<file path="src/rtl/neuron_accum_pkg.sv">
// ---------------------------------------------------------------------------
// neuron_accum_pkg
// Shared constants and types for the neuron accumulator and the sigmoid LUT
// stage that consumes its address.
//   NA_DATA_W         : width of signed Q8.8 operands
//   NA_FRAC_BITS      : fraction bits of the Q8.8 operands
//   NA_ADDR_W         : sigmoid LUT address width
//   NA_LUT_STEP_SHIFT : right shift from a Q.16 sum to a LUT index
//   NA_LUT_MID        : LUT midpoint (address of input 0.0)
//   state_e           : accumulator control states
// ---------------------------------------------------------------------------
package neuron_accum_pkg;

   localparam int NA_DATA_W         = 16;
   localparam int NA_FRAC_BITS      = 8;
   localparam int NA_ADDR_W         = 10;
   localparam int NA_LUT_STEP_SHIFT = 10;
   localparam int NA_LUT_MID        = 2 ** (NA_ADDR_W - 1);

   typedef enum logic [1:0] {
      ST_ACCUM,
      ST_DRAIN,
      ST_QUANT,
      ST_OUT
   } state_e;

   // Offset-binary midpoint for a LUT of the given address width.
   function automatic int lut_mid(input int addr_w);
      return 2 ** (addr_w - 1);
   endfunction

endpackage

</file>
<file path="src/rtl/neuron_accum_if.sv">
// ---------------------------------------------------------------------------
// neuron_accum_if
// Groups the pair-input stream and the LUT-address stream of neuron_accum.
//   io_bias                    : signed Q8.8 bias (sampled on first beat)
//   io_in_valid/ready          : input pair handshake
//   io_in_x, io_in_w           : signed Q8.8 activation and weight
//   io_in_last                 : marks the final pair of an evaluation
//   io_addr_valid/ready        : LUT address handshake
//   io_addr, io_sat            : LUT address and clamp flag
//   io_len_err                 : sticky pair-count mismatch flag
// master = upstream/downstream environment, slave = neuron_accum.
// ---------------------------------------------------------------------------
interface neuron_accum_if
   import neuron_accum_pkg::*;
#(
   parameter int DATA_W = NA_DATA_W,
   parameter int ADDR_W = NA_ADDR_W
);

   logic signed [DATA_W-1:0] io_bias;
   logic                     io_in_valid;
   logic                     io_in_ready;
   logic signed [DATA_W-1:0] io_in_x;
   logic signed [DATA_W-1:0] io_in_w;
   logic                     io_in_last;
   logic                     io_addr_valid;
   logic                     io_addr_ready;
   logic [ADDR_W-1:0]        io_addr;
   logic                     io_sat;
   logic                     io_len_err;

   modport master (
      output io_bias, io_in_valid, io_in_x, io_in_w, io_in_last, io_addr_ready,
      input  io_in_ready, io_addr_valid, io_addr, io_sat, io_len_err
   );

   modport slave (
      input  io_bias, io_in_valid, io_in_x, io_in_w, io_in_last, io_addr_ready,
      output io_in_ready, io_addr_valid, io_addr, io_sat, io_len_err
   );

endinterface

</file>
<file path="src/rtl/neuron_accum_sat_addr_quant.sv">
// ---------------------------------------------------------------------------
// sat_addr_quant
// Combinational conversion of a signed Q.16 accumulator into an offset-binary
// LUT address: floor shift by SHIFT, add the LUT midpoint, clamp to the
// address range.
//   acc_i  : signed accumulator (ACC_W bits)
//   addr_o : clamped LUT address (ADDR_W bits)
//   sat_o  : 1 when the clamp changed the index
// ---------------------------------------------------------------------------
module sat_addr_quant
   import neuron_accum_pkg::*;
#(
   parameter int ACC_W  = 40,
   parameter int ADDR_W = NA_ADDR_W,
   parameter int SHIFT  = NA_LUT_STEP_SHIFT
) (
   input  logic signed [ACC_W-1:0] acc_i,
   output logic [ADDR_W-1:0]       addr_o,
   output logic                    sat_o
);

   localparam logic signed [ACC_W-1:0] MID_C = ACC_W'(lut_mid(ADDR_W));
   localparam logic signed [ACC_W-1:0] TOP_C = ACC_W'((2 ** ADDR_W) - 1);

   // Returns {sat, addr}.
   function automatic logic [ADDR_W:0] clamp_idx(input logic signed [ACC_W-1:0] idx);
      logic [ADDR_W:0] res;
      if (idx[ACC_W-1]) begin
         res = {1'b1, {ADDR_W{1'b0}}};
      end else if (idx > TOP_C) begin
         res = {1'b1, {ADDR_W{1'b1}}};
      end else begin
         res = {1'b0, idx[ADDR_W-1:0]};
      end
      return res;
   endfunction

   logic signed [ACC_W-1:0] idx;

   always_comb begin
      // Arithmetic shift floors toward -inf, so negative sums stay monotonic.
      idx             = (acc_i >>> SHIFT) + MID_C;
      {sat_o, addr_o} = clamp_idx(idx);
   end

endmodule

</file>
<file path="src/rtl/neuron_accum.sv">
// ---------------------------------------------------------------------------
// neuron_accum
// Multiply-accumulates NUM_INPUTS signed Q8.8 (x, w) pairs plus a bias and
// emits a saturated sigmoid-LUT address.
//   clock : system clock
//   reset : asynchronous active-low reset
//   bus   : neuron_accum_if.slave (pair input stream, LUT address output,
//           sticky length-error flag)
// Pipeline: beat -> product register (p1) -> accumulator -> quantised address.
// Evaluations do not overlap; the input is stalled from the last beat until
// the address has been accepted downstream.
// ---------------------------------------------------------------------------
module neuron_accum
   import neuron_accum_pkg::*;
#(
   parameter int DATA_W         = NA_DATA_W,
   parameter int FRAC_BITS      = NA_FRAC_BITS,
   parameter int ACC_W          = 40,
   parameter int NUM_INPUTS     = 8,
   parameter int ADDR_W         = NA_ADDR_W,
   parameter int LUT_STEP_SHIFT = NA_LUT_STEP_SHIFT
) (
   input  logic          clock,
   input  logic          reset,
   neuron_accum_if.slave bus
);

   localparam int PROD_W = 2 * DATA_W;
   localparam int CNT_W  = $clog2(NUM_INPUTS + 1);
   localparam logic [CNT_W-1:0] CNT_LAST = CNT_W'(NUM_INPUTS - 1);
   localparam logic [CNT_W-1:0] CNT_FULL = CNT_W'(NUM_INPUTS);

   state_e                   state_q;
   logic [CNT_W-1:0]         cnt_q;
   logic signed [PROD_W-1:0] prod_p1_q;
   logic signed [PROD_W-1:0] prod_d;
   logic                     vld_p1_q;
   logic signed [ACC_W-1:0]  acc_q;
   logic signed [ACC_W-1:0]  acc_d;
   logic [ADDR_W-1:0]        addr_q;
   logic                     sat_q;
   logic                     addr_vld_q;
   logic                     len_err_q;

   logic                     in_ready;
   logic                     beat;
   logic                     first_beat;
   logic                     last_beat;
   logic signed [ACC_W-1:0]  bias_ext;
   logic signed [ACC_W-1:0]  prod_ext;
   logic signed [ACC_W-1:0]  acc_base;
   logic [ADDR_W-1:0]        quant_addr;
   logic                     quant_sat;

   // Gated by reset so ready is low while reset is held and high as soon as
   // it is released, without waiting for a clock edge.
   assign in_ready   = reset & (state_q == ST_ACCUM) & (cnt_q < CNT_FULL);
   assign beat       = bus.io_in_valid & in_ready;
   assign first_beat = beat & (cnt_q == '0);
   assign last_beat  = (cnt_q == CNT_LAST);

   always_comb begin
      prod_d   = PROD_W'(bus.io_in_x) * PROD_W'(bus.io_in_w);
      bias_ext = ACC_W'(bus.io_bias) <<< FRAC_BITS;
      prod_ext = ACC_W'(prod_p1_q);
      // The first beat replaces the stale sum with the bias; the product
      // pipeline is empty at that point, so the add below is a no-op then.
      acc_base = first_beat ? bias_ext : acc_q;
      acc_d    = vld_p1_q ? (acc_base + prod_ext) : acc_base;
   end

   sat_addr_quant #(
      .ACC_W  (ACC_W),
      .ADDR_W (ADDR_W),
      .SHIFT  (LUT_STEP_SHIFT)
   ) u_quant (
      .acc_i  (acc_q),
      .addr_o (quant_addr),
      .sat_o  (quant_sat)
   );

   // Stage p1: product register, data only.
   always_ff @(posedge clock) begin
      if (beat) begin
         prod_p1_q <= prod_d;
      end
   end

   // Control FSM, accumulator and registered outputs.
   always_ff @(posedge clock or negedge reset) begin
      if (!reset) begin
         state_q    <= ST_ACCUM;
         cnt_q      <= '0;
         vld_p1_q   <= 1'b0;
         acc_q      <= '0;
         addr_q     <= '0;
         sat_q      <= 1'b0;
         addr_vld_q <= 1'b0;
         len_err_q  <= 1'b0;
      end else begin
         vld_p1_q <= beat;
         acc_q    <= acc_d;
         // Count governs the evaluation; a misplaced last only raises a flag.
         if (beat && (bus.io_in_last != last_beat)) begin
            len_err_q <= 1'b1;
         end
         case (state_q)
            ST_ACCUM: begin
               if (beat) begin
                  cnt_q <= cnt_q + 1'b1;
                  if (last_beat) begin
                     state_q <= ST_DRAIN;
                  end
               end
            end
            ST_DRAIN: begin
               state_q <= ST_QUANT;
            end
            ST_QUANT: begin
               addr_q     <= quant_addr;
               sat_q      <= quant_sat;
               addr_vld_q <= 1'b1;
               state_q    <= ST_OUT;
            end
            ST_OUT: begin
               if (bus.io_addr_ready) begin
                  addr_vld_q <= 1'b0;
                  cnt_q      <= '0;
                  state_q    <= ST_ACCUM;
               end
            end
            default: begin
               state_q <= ST_ACCUM;
            end
         endcase
      end
   end

   assign bus.io_in_ready   = in_ready;
   assign bus.io_addr_valid = addr_vld_q;
   assign bus.io_addr       = addr_q;
   assign bus.io_sat        = sat_q;
   assign bus.io_len_err    = len_err_q;

endmodule

</file>
<file path="src/flat_wrapper.sv">
// flat-port wrapper written by rule: the top's interface ports become plain ports
module neuron_accum_flat import neuron_accum_pkg::*;
#(
   parameter int DATA_W         = NA_DATA_W,
   parameter int FRAC_BITS      = NA_FRAC_BITS,
   parameter int ACC_W          = 40,
   parameter int NUM_INPUTS     = 8,
   parameter int ADDR_W         = NA_ADDR_W,
   parameter int LUT_STEP_SHIFT = NA_LUT_STEP_SHIFT
)
  (clock, reset, bus_io_bias, bus_io_in_valid, bus_io_in_x, bus_io_in_w, bus_io_in_last, bus_io_addr_ready, bus_io_in_ready, bus_io_addr_valid, bus_io_addr, bus_io_sat, bus_io_len_err);
  neuron_accum_if #(.DATA_W(DATA_W), .ADDR_W(ADDR_W)) bus_i ();
  input  logic clock;
  input  logic reset;
  input wire logic [$bits(bus_i.io_bias)-1:0] bus_io_bias;
  input wire logic [$bits(bus_i.io_in_valid)-1:0] bus_io_in_valid;
  input wire logic [$bits(bus_i.io_in_x)-1:0] bus_io_in_x;
  input wire logic [$bits(bus_i.io_in_w)-1:0] bus_io_in_w;
  input wire logic [$bits(bus_i.io_in_last)-1:0] bus_io_in_last;
  input wire logic [$bits(bus_i.io_addr_ready)-1:0] bus_io_addr_ready;
  output wire logic [$bits(bus_i.io_in_ready)-1:0] bus_io_in_ready;
  output wire logic [$bits(bus_i.io_addr_valid)-1:0] bus_io_addr_valid;
  output wire logic [$bits(bus_i.io_addr)-1:0] bus_io_addr;
  output wire logic [$bits(bus_i.io_sat)-1:0] bus_io_sat;
  output wire logic [$bits(bus_i.io_len_err)-1:0] bus_io_len_err;
  assign bus_i.io_bias = bus_io_bias;
  assign bus_i.io_in_valid = bus_io_in_valid;
  assign bus_i.io_in_x = bus_io_in_x;
  assign bus_i.io_in_w = bus_io_in_w;
  assign bus_i.io_in_last = bus_io_in_last;
  assign bus_i.io_addr_ready = bus_io_addr_ready;
  assign bus_io_in_ready = bus_i.io_in_ready;
  assign bus_io_addr_valid = bus_i.io_addr_valid;
  assign bus_io_addr = bus_i.io_addr;
  assign bus_io_sat = bus_i.io_sat;
  assign bus_io_len_err = bus_i.io_len_err;
  neuron_accum #(.DATA_W(DATA_W), .FRAC_BITS(FRAC_BITS), .ACC_W(ACC_W), .NUM_INPUTS(NUM_INPUTS), .ADDR_W(ADDR_W), .LUT_STEP_SHIFT(LUT_STEP_SHIFT)) u_core (.clock(clock), .reset(reset), .bus(bus_i));
endmodule
</file>
<file path="config.mk">
export PLATFORM = sky130hd
export DESIGN_NAME = neuron_accum_flat
export DESIGN_NICKNAME = d
export VERILOG_FILES = /design/src/rtl/neuron_accum_pkg.sv /design/src/rtl/neuron_accum_if.sv /design/src/rtl/neuron_accum_sat_addr_quant.sv /design/src/rtl/neuron_accum.sv /design/src/flat_wrapper.sv
export SDC_FILE = /design/constraint.sdc
export NUM_CORES = 1
export LEC_CHECK = 0
export ABC_AREA = 1
export CAP_MARGIN = 40
export CELL_PAD_IN_SITES_DETAIL_PLACEMENT = 1
export CELL_PAD_IN_SITES_GLOBAL_PLACEMENT = 2
export CORE_MARGIN = 5
export CORE_UTILIZATION = 37
export CTS_CLUSTER_DIAMETER = 30
export DETAILED_ROUTE_END_ITERATION = 6
export PLACE_DENSITY = 0.91
export SLEW_MARGIN = 20
export SYNTH_ARGS = -nofsm -noshare
export SYNTH_HDL_FRONTEND = slang
export SYNTH_SLANG_ARGS = --single-unit
export TNS_END_PERCENT = 30
</file>
<file path="constraint.sdc">
create_clock -name clock -period 9.82 [get_ports clock]
set_input_delay 1.473 -clock clock [delete_from_list [all_inputs] [get_ports clock]]
set_output_delay 1.473 -clock clock [all_outputs]
set_load 0.005 [all_outputs]
</file>
==> run summary, run 1 <==
- **status** finished clean
- **Clock Root Buffer** sky130_fd_sc_hd__clkbuf_16
- **Critical Path AT** 8270 ps
- **Critical Path RT** 9930 ps
- **number of fillers in the final layout** 5,907
- **max cap viols** 0
- **post-cts sizing count** 0
- **total of flip-flops plus latches after synthesis** 92
- **DIE HEIGHT** 226 µm
- **Inserted Clock Buffers** 9
- **relative area change from synthesis to final layout** 9.27%
- **residual antenna-violating net count after detailed routing** 0
- **H-tree depth** 3
- **clock net sink count** 92
- **Worst setup SP type** primary input
- **half-perimeter wire length of the detailed placement result** 43.6 mm
- **Critical Path End Type** register
- **Hold Crit Depth** 1
- **clock-pin slew reported for the worst setup and hold paths after clock tree synthesis** 70 ps
- **Crit-path slowest cell** sky130_fd_sc_hd__clkdlybuf4s50_1
- **sum of buffers and inverters on the critical path** 7
- **unrepaired setup endpoints after global routing** false
- **Area after DPL** 18,500 µm²
- **overall die width** 226 µm
- **critical path class** in2reg
- **number of endpoints failing setup at the final stage** 0
- **maximum count of clock buffers along a single path** 2
- **# nets final** 2,789
- **DRT Wirelength** 51.4 mm
- **via count of the first global-routing pass** 16,500
- **number of top-level pins** 67
- **TritonCTS clock tree** built
- **first drt pass iteration count** 5
- **synthesized netlist net count** 2,771
- **mean instance size in the synthesized netlist** 7.44 µm²
- **maximum number of pins on one net before global-route repair** 62
- **cell breakdown of the critical path** clkdlybuf4s50_1 -> nand2_1 -> inv_1 -> fa_1 -> inv_1 -> fa_1 -> inv_1 -> fa_1 -> fa_1 -> fa_1 -> inv_1 -> fa_1 -> inv_1 -> ha_1 -> nand2_1 -> inv_1 -> nand2_1 -> nor3_1 -> nand4_1 -> nand3_1 -> nand2_1 -> nand2_1 -> a21oi_1 -> xnor2_1
- **shortest period the worst path allows** 8160 ps
- **antenna violations before repair** 0
- **max incr delay on CP** 790 ps
- **total of buffers placed on input and output ports** 66
- **Floorplan Core Area** 46,500 µm²
- **post-CTS setup buffers** 0
- **maximum operating frequency** 0.123 GHz
- **number of hold violations in the final report** 0
- **total congestion overflow** 0
- **count of distinct cell types in the synthesized netlist** 42
- **# DRC** 0
- **area of the multi-input gates** 12,300 µm²
- **cell count of the worst reg-to-reg path** 22
- **depth of the critical timing path with buffers and inverters included** 24
- **CP max FO** 16
- **global routing usage summed across all routing layers** 0.208
- **Synthesis Warnings** 0
- **final standard cell area without fillers** 18,900 µm²
- **initial cell density of the core** 0.373
- **drt first-iter violations** 637
- **last weighted congestion value of the routability-driven placer** 0.900
- **proportion of synthesized chip area in sequential cells** 0.142
- **detailed-route via count** 14,500
- **number of cells produced by synthesis** 2,327
- **number of placement rows** 79
- **max-slew violation count** 0
- **Die Footprint** 51,200 µm²
- **area taken by flip-flops and latches** 2460 µm²
- **antenna diode count** 0
- **clock tree skew after final layout** 8.77 ps
- **proportion of layout cells with a drive suffix above 1** 0.0272
- **latest clock arrival within the worst-skew pair** 360 ps
- **class of the tightest hold or removal check** reg2reg
- **average via count per standard cell** 4.90
- **hold-fix buffers at CTS** 0
- **Synth Cell Area** 17,300 µm²
- **Top delay family on crit path** adder cells
- **first-pass GRT wire length** 85.1 mm
- **pin slew with the least headroom to its limit** 899 ps
- **WL/cell** 17.4 µm
- **tightest slew margin relative to the limit** 0.399
- **Total Negative Setup Slacks** 0 ps
- **share of the cycle needed by the critical path after routing** 0.831
layer usage:
metal,part of all wire,vias up,GRT usage
li1,-,6942,-
met1,0.44,7228,0.269
met2,0.50,242,0.374
met3,0.030,67,0.0179
met4,0.026,0,0.0555
met5,0,-,0
final timing paths:
path	from	end	slack (ps)
worst max register to register	u_core.state_q[0]	u_core.acc_q[34]	4200
worst min-delay path	u_core.bus.io_len_err	u_core.bus.io_len_err	480
min in group asynchronous	reset	u_core.state_q[1]	1120
max in group asynchronous	reset	u_core.acc_q[0]	8150
worst max-delay path	bus_io_in_w[3]	u_core.prod_p1_q[27]	1660
worst min register to register	u_core.bus.io_len_err	u_core.bus.io_len_err	480
layout make-up:
type / count / area share
multi-input cells: 1553 / 0.649
well taps: 607 / 0.0402
repair buffers: 83 / 0.0441
clock inverters: 6 / 0.00364
clock buffers: 10 / 0.0132
inverters: 606 / 0.120
flip-flops and latches: 92 / 0.130
through the flow:
stage / setup slack (ps) / hold WS [ps] / util / instances
3_3_place_gp: 1400 / 466 / 0.398 / 2934
6_report: 1660 / 480 / 0.407 / 2957
4_1_cts: 1690 / 485 / 0.405 / 2952
3_5_place_dp: 1300 / 470 / 0.399 / 2936
5_1_grt: 1390 / 496 / 0.407 / 2957
2_1_floorplan: 2590 / 468 / - / 2327
state kept, by name, summed over array words and instances (netlist names):
signal and count:
u_core.bus.io_sat 1, u_core.bus.io_len_err 1, u_core.acc_q 40, u_core.bus.io_addr_valid 1, u_core.cnt_q 4, u_core.state_q 2
u_core.prod_p1_q 32, u_core.vld_p1_q 1, u_core.bus.io_addr 10
layout by cell type, fill, tap and decap left out, drive strengths merged:
| cell | instances |
|---|---|
| a21o | 11 |
| xor2 | 34 |
| ha | 128 |
| and2 | 2 |
| o211a | 1 |
| dfrtp | 60 |
| and3 | 2 |
| clkdlybuf4s50 | 65 |
| inv | 607 |
| nand2 | 576 |
| nand3b | 1 |
| edfxtp | 32 |
| fa | 263 |
| nor3 | 11 |
| o31ai | 2 |
| nand3 | 61 |
| o211ai | 1 |
| clkinv | 4 |
| or2 | 13 |
| a21oi | 85 |
| o21a | 7 |
| nor4 | 6 |
| xnor2 | 30 |
| clkbuf | 10 |
| nand4 | 21 |
| bufinv | 1 |
| a2bb2oi | 1 |
| a21boi | 3 |
| nor2 | 142 |
| a31oi | 9 |
| a221oi | 2 |
| o21bai | 13 |
| a211oi | 1 |
| buf | 18 |
| o21ai | 127 |
synthesized netlist by cell type:
master,count,share of area
sky130_fd_sc_hd__dfrtp_1,60,0.087
sky130_fd_sc_hd__inv_2,2,0.00043
sky130_fd_sc_hd__xnor2_1,30,0.015
sky130_fd_sc_hd__buf_6,2,0.0013
sky130_fd_sc_hd__a211oi_1,1,0.00043
sky130_fd_sc_hd__nor2_4,3,0.0020
sky130_fd_sc_hd__o21bai_1,13,0.0056
sky130_fd_sc_hd__o21a_1,7,0.0030
sky130_fd_sc_hd__nand3_1,59,0.017
sky130_fd_sc_hd__xor2_1,34,0.017
sky130_fd_sc_hd__a2bb2oi_1,1,0.00051
sky130_fd_sc_hd__buf_2,5,0.0014
sky130_fd_sc_hd__and2_1,2,0.00072
sky130_fd_sc_hd__inv_1,603,0.13
sky130_fd_sc_hd__clkinv_1,1,0.00022
sky130_fd_sc_hd__a31oi_1,9,0.0033
sky130_fd_sc_hd__o211ai_1,1,0.00043
sky130_fd_sc_hd__fa_1,263,0.30
sky130_fd_sc_hd__nor2_1,137,0.030
sky130_fd_sc_hd__or2_0,1,0.00036
sky130_fd_sc_hd__nor3_1,11,0.0032
sky130_fd_sc_hd__o21ai_0,123,0.036
sky130_fd_sc_hd__a221oi_1,2,0.0010
sky130_fd_sc_hd__nand4_1,21,0.0076
sky130_fd_sc_hd__or2_2,12,0.0043
sky130_fd_sc_hd__a21o_1,11,0.0048
sky130_fd_sc_hd__nand2_2,7,0.0025
sky130_fd_sc_hd__a21oi_1,85,0.025
sky130_fd_sc_hd__nand3_2,2,0.0012
sky130_fd_sc_hd__edfxtp_1,32,0.056
sky130_fd_sc_hd__o211a_1,1,0.00058
sky130_fd_sc_hd__clkbuf_1,69,0.015
sky130_fd_sc_hd__ha_1,128,0.093
sky130_fd_sc_hd__o21ai_2,2,0.0010
sky130_fd_sc_hd__o31ai_1,2,0.00087
sky130_fd_sc_hd__and3_1,2,0.00072
sky130_fd_sc_hd__a21boi_0,3,0.0013
sky130_fd_sc_hd__nand3b_1,1,0.00043
sky130_fd_sc_hd__o21ai_1,2,0.00058
sky130_fd_sc_hd__nand2_1,569,0.12
sky130_fd_sc_hd__nor2_2,2,0.00072
sky130_fd_sc_hd__nor4_1,6,0.0022
cells by family (layout without fill, tap and decap cells):
kind of cell / Yosys count / after routing / share of synthesized area
flip-flops: 92 / 92 / 0.142
AO/OA/AOI/OAI: 263 / 263 / 0.0836
adder cells (fa/ha/maj): 391 / 391 / 0.397
XOR/XNOR: 64 / 64 / 0.0324
AND/OR/NAND/NOR: 835 / 835 / 0.196
buffers and inverters: 682 / 705 / 0.149
Power of run 1 is not shown: default switching activity piles up to over one toggle a cycle in this logic, so the estimate is an artifact.
==> run 2: changes to the inputs <==
Settings changed: CORE_UTILIZATION 37 to 34, PLACE_DENSITY 0.91 to 0.88.
Clock period 9.82 ns to 6.74 ns, I/O delays scaled along.
==> run 2 against run 1 <==
  * Sequential share of layout area decreased by 0.95 points
  * Cell count increased by 7.2%
  * Worst hold slack got worse by 1.9 ps
  * Worst setup slack got worse by 1500 ps
  * Critical path depth decreased by 1
  * Largest cell class unchanged
  * Final area increased by 7.9%
  * Critical endpoint is now u_core.prod_p1_q[30]
==> run summary, run 2 (synthesized netlist as in run 1, its figures left out) <==
- **status** finished clean
- **commonest non-fill, non-tap cell in the layout** sky130_fd_sc_hd__inv_1
- **most frequent cells in the layout** 601 x sky130_fd_sc_hd__inv_1, 564 x sky130_fd_sc_hd__nand2_1, 259 x sky130_fd_sc_hd__fa_1, 151 x sky130_fd_sc_hd__buf_4, 133 x sky130_fd_sc_hd__nor2_1
- **clock-pin slew reported for the worst setup and hold paths after clock tree synthesis** 70 ps, about the same
- **largest register by flop count** u_core.acc_q
- **maximum operating frequency** 0.151 GHz
- **max cap viols** 0, unchanged
- **pin slew with the least headroom to its limit** 734 ps, -165 ps
- **share of the cycle needed by the critical path after routing** 0.982
- **# nets final** 2,938, +5.3%
- **tightest slew margin relative to the limit** 0.505, +0.107
- **unrepaired setup endpoints after global routing** true
- **DRT Wirelength** 52.2 mm, +1.6%
- **relative area change from synthesis to final layout** 17.9%
- **DIE HEIGHT** 236 µm, +4.1%
- **WL/cell** 16.5 µm, -5.3%
- **drt first-iter violations** 526, -17%
- **Die Footprint** 55,500 µm², +8.4%
- **total congestion overflow** 0, unchanged
- **CP max FO** 10, -6
- **residual antenna-violating net count after detailed routing** 0, unchanged
- **critical path class** in2reg
- **number of fillers in the final layout** 6,293, +6.5%
- **number of placement rows** 82, +3.8%
- **flip-flop count of the largest register after layout** 40, unchanged
- **Top delay family on crit path** adder cells
- **first drt pass iteration count** 5, unchanged
- **Inserted Clock Buffers** 9, unchanged
- **# DRC** 0, unchanged
- **utilization of the core after routing** 0.406, -0.00119
- **Crit-path slowest cell** sky130_fd_sc_hd__fa_1
- **Floorplan Core Area** 50,300 µm², +8.2%
- **H-tree depth** 3, unchanged
- **Critical Path End Type** register
- **number of hold violations in the final report** 0, unchanged
- **Clock Root Buffer** sky130_fd_sc_hd__clkbuf_16
- **maximum count of clock buffers along a single path** 2, unchanged
- **last weighted congestion value of the routability-driven placer** 0.929, +3.3%
- **number of endpoints failing setup at the final stage** 0, unchanged
- **max incr delay on CP** 550 ps, -240 ps
- **clock net sink count** 92, unchanged
- **detailed-route via count** 15,100, +4.2%
- **hold-fix buffers at CTS** 0, unchanged
- **proportion of layout cells with a drive suffix above 1** 0.0996, +0.0724
- **latest clock arrival within the worst-skew pair** 360 ps, about the same
- **via count of the first global-routing pass** 17,300, +5.0%
- **average via count per standard cell** 4.76, -2.8%
- **Critical Path AT** 6710 ps, -1560 ps
- **class of the tightest hold or removal check** reg2reg
- **TritonCTS clock tree** built
- **initial cell density of the core** 0.344, -0.0283
- **number of top-level pins** 67, unchanged
- **Worst setup SP type** primary input
- **antenna diode count** 0, unchanged
- **total of buffers placed on input and output ports** 66, unchanged
- **max-slew violation count** 0, unchanged
- **worst hold slack** 478 ps, -1.89 ps
- **maximum number of pins on one net before global-route repair** 61, -1.6%
- **first-pass GRT wire length** 86.9 mm, +2.0%
- **sum of buffers and inverters on the critical path** 10, +3
- **antenna violations before repair** 0, unchanged
- **global routing usage summed across all routing layers** 0.189, -0.0190
- **pre-CTS WS** -329 ps, -1630 ps
- **shortest period the worst path allows** 6620 ps
- **smallest setup slack after layout** 120 ps, -1540 ps
- **overall die width** 236 µm, +4.1%
- **cell breakdown of the critical path** clkdlybuf4s50_1 -> buf_4 -> nand2_1 -> inv_1 -> fa_1 -> inv_1 -> fa_1 -> fa_1 -> inv_1 -> fa_1 -> fa_1 -> inv_1 -> fa_1 -> inv_1 -> ha_1 -> a21oi_1 -> buf_4 -> inv_1 -> a31oi_1 -> a21boi_0 -> buf_4 -> o31ai_1 -> xor2_1
- **half-perimeter wire length of the detailed placement result** 45.5 mm, +4.5%
- **clock tree skew after final layout** 10.9 ps, +2.17 ps
- **Critical Path RT** 6830 ps, -3100 ps
run 2: cell count changes in the layout (fill, tap and decap cells not counted), moves of 5 or more:
cell / previous run / this run
sky130_fd_sc_hd__buf_12: 1 / 13
sky130_fd_sc_hd__ha_4: 0 / 8
sky130_fd_sc_hd__buf_4: 11 / 151
sky130_fd_sc_hd__a21oi_1: 85 / 78
sky130_fd_sc_hd__nand2_1: 569 / 564
sky130_fd_sc_hd__o21ai_0: 123 / 118
sky130_fd_sc_hd__nand2_2: 7 / 12
sky130_fd_sc_hd__buf_8: 5 / 0
sky130_fd_sc_hd__ha_1: 128 / 118
sky130_fd_sc_hd__a21oi_2: 0 / 7
run 2: worst paths after layout:
path                                            start                       end  slack, ps  depth (start not counted)
worst min-delay path            u_core.bus.io_len_err     u_core.bus.io_len_err        480                          1
worst min register to register  u_core.bus.io_len_err     u_core.bus.io_len_err        480                          1
worst max register to register      u_core.state_q[0]          u_core.acc_q[34]       2040                         24
max in group asynchronous                       reset          u_core.acc_q[38]       5590                          3
min in group asynchronous                       reset  u_core.bus.io_addr_valid        620                          2
worst max-delay path                   bus_io_in_w[5]      u_core.prod_p1_q[30]        120                         23
run 2: what timing repair did:
item                                    CTS  global route
endpoints found under the setup margin    0            14
gates resized for setup                   0            44
buffers inserted                          0             3
run 2: final cells by class:
type	instances	area [µm²]	area share
clock buffers	11	243	0.0119
multi-input cells	1553	12500	0.610
well taps	672	841	0.0412
clock inverters	5	41.3	0.00202
repair buffers	232	2090	0.103
inverters	606	2270	0.111
flip-flops and latches	92	2460	0.121
run 2: per-layer routing:
| metal | track usage | up-vias | part of all wire |
|---|---|---|---|
| met5 | 0 | - | 0 |
| met4 | 0.0417 | 0 | 0.020 |
| met3 | 0.0178 | 63 | 0.024 |
| met2 | 0.350 | 211 | 0.51 |
| met1 | 0.238 | 7564 | 0.44 |
| li1 | - | 7247 | - |
run 2: stage by stage:
stage	TNS (ps)	area (µm²)	instances
finish	0	20400	3171
detailed placement	-3440	19900	3151
global route	-166	20400	3171
floorplan	0	17300	2327
CTS	0	20200	3167
global placement	-1640	19900	3150
run 2: worst register-to-register path, cell delays in order, from the launching register on:
cell and delay (ps):
sky130_fd_sc_hd__dfrtp_1 360, sky130_fd_sc_hd__inv_1 90, sky130_fd_sc_hd__ha_1 260, sky130_fd_sc_hd__nand2_1 90
sky130_fd_sc_hd__nor2_2 40, sky130_fd_sc_hd__nand2_1 140, sky130_fd_sc_hd__inv_2 50, sky130_fd_sc_hd__nand3_1 70
sky130_fd_sc_hd__buf_4 190, sky130_fd_sc_hd__clkinv_1 70, sky130_fd_sc_hd__buf_4 270, sky130_fd_sc_hd__nor2_1 200
sky130_fd_sc_hd__ha_1 280, sky130_fd_sc_hd__inv_1 80, sky130_fd_sc_hd__fa_1 420, sky130_fd_sc_hd__o21ai_2 300
sky130_fd_sc_hd__a21boi_0 230, sky130_fd_sc_hd__o21ai_0 640, sky130_fd_sc_hd__nand3_1 150, sky130_fd_sc_hd__nand2_1 250
sky130_fd_sc_hd__nand2_1 120, sky130_fd_sc_hd__nand2_1 70, sky130_fd_sc_hd__nand2_1 50, sky130_fd_sc_hd__nand3_1 70
sky130_fd_sc_hd__o21ai_0 80
Power of run 2 is left out for the same reason.
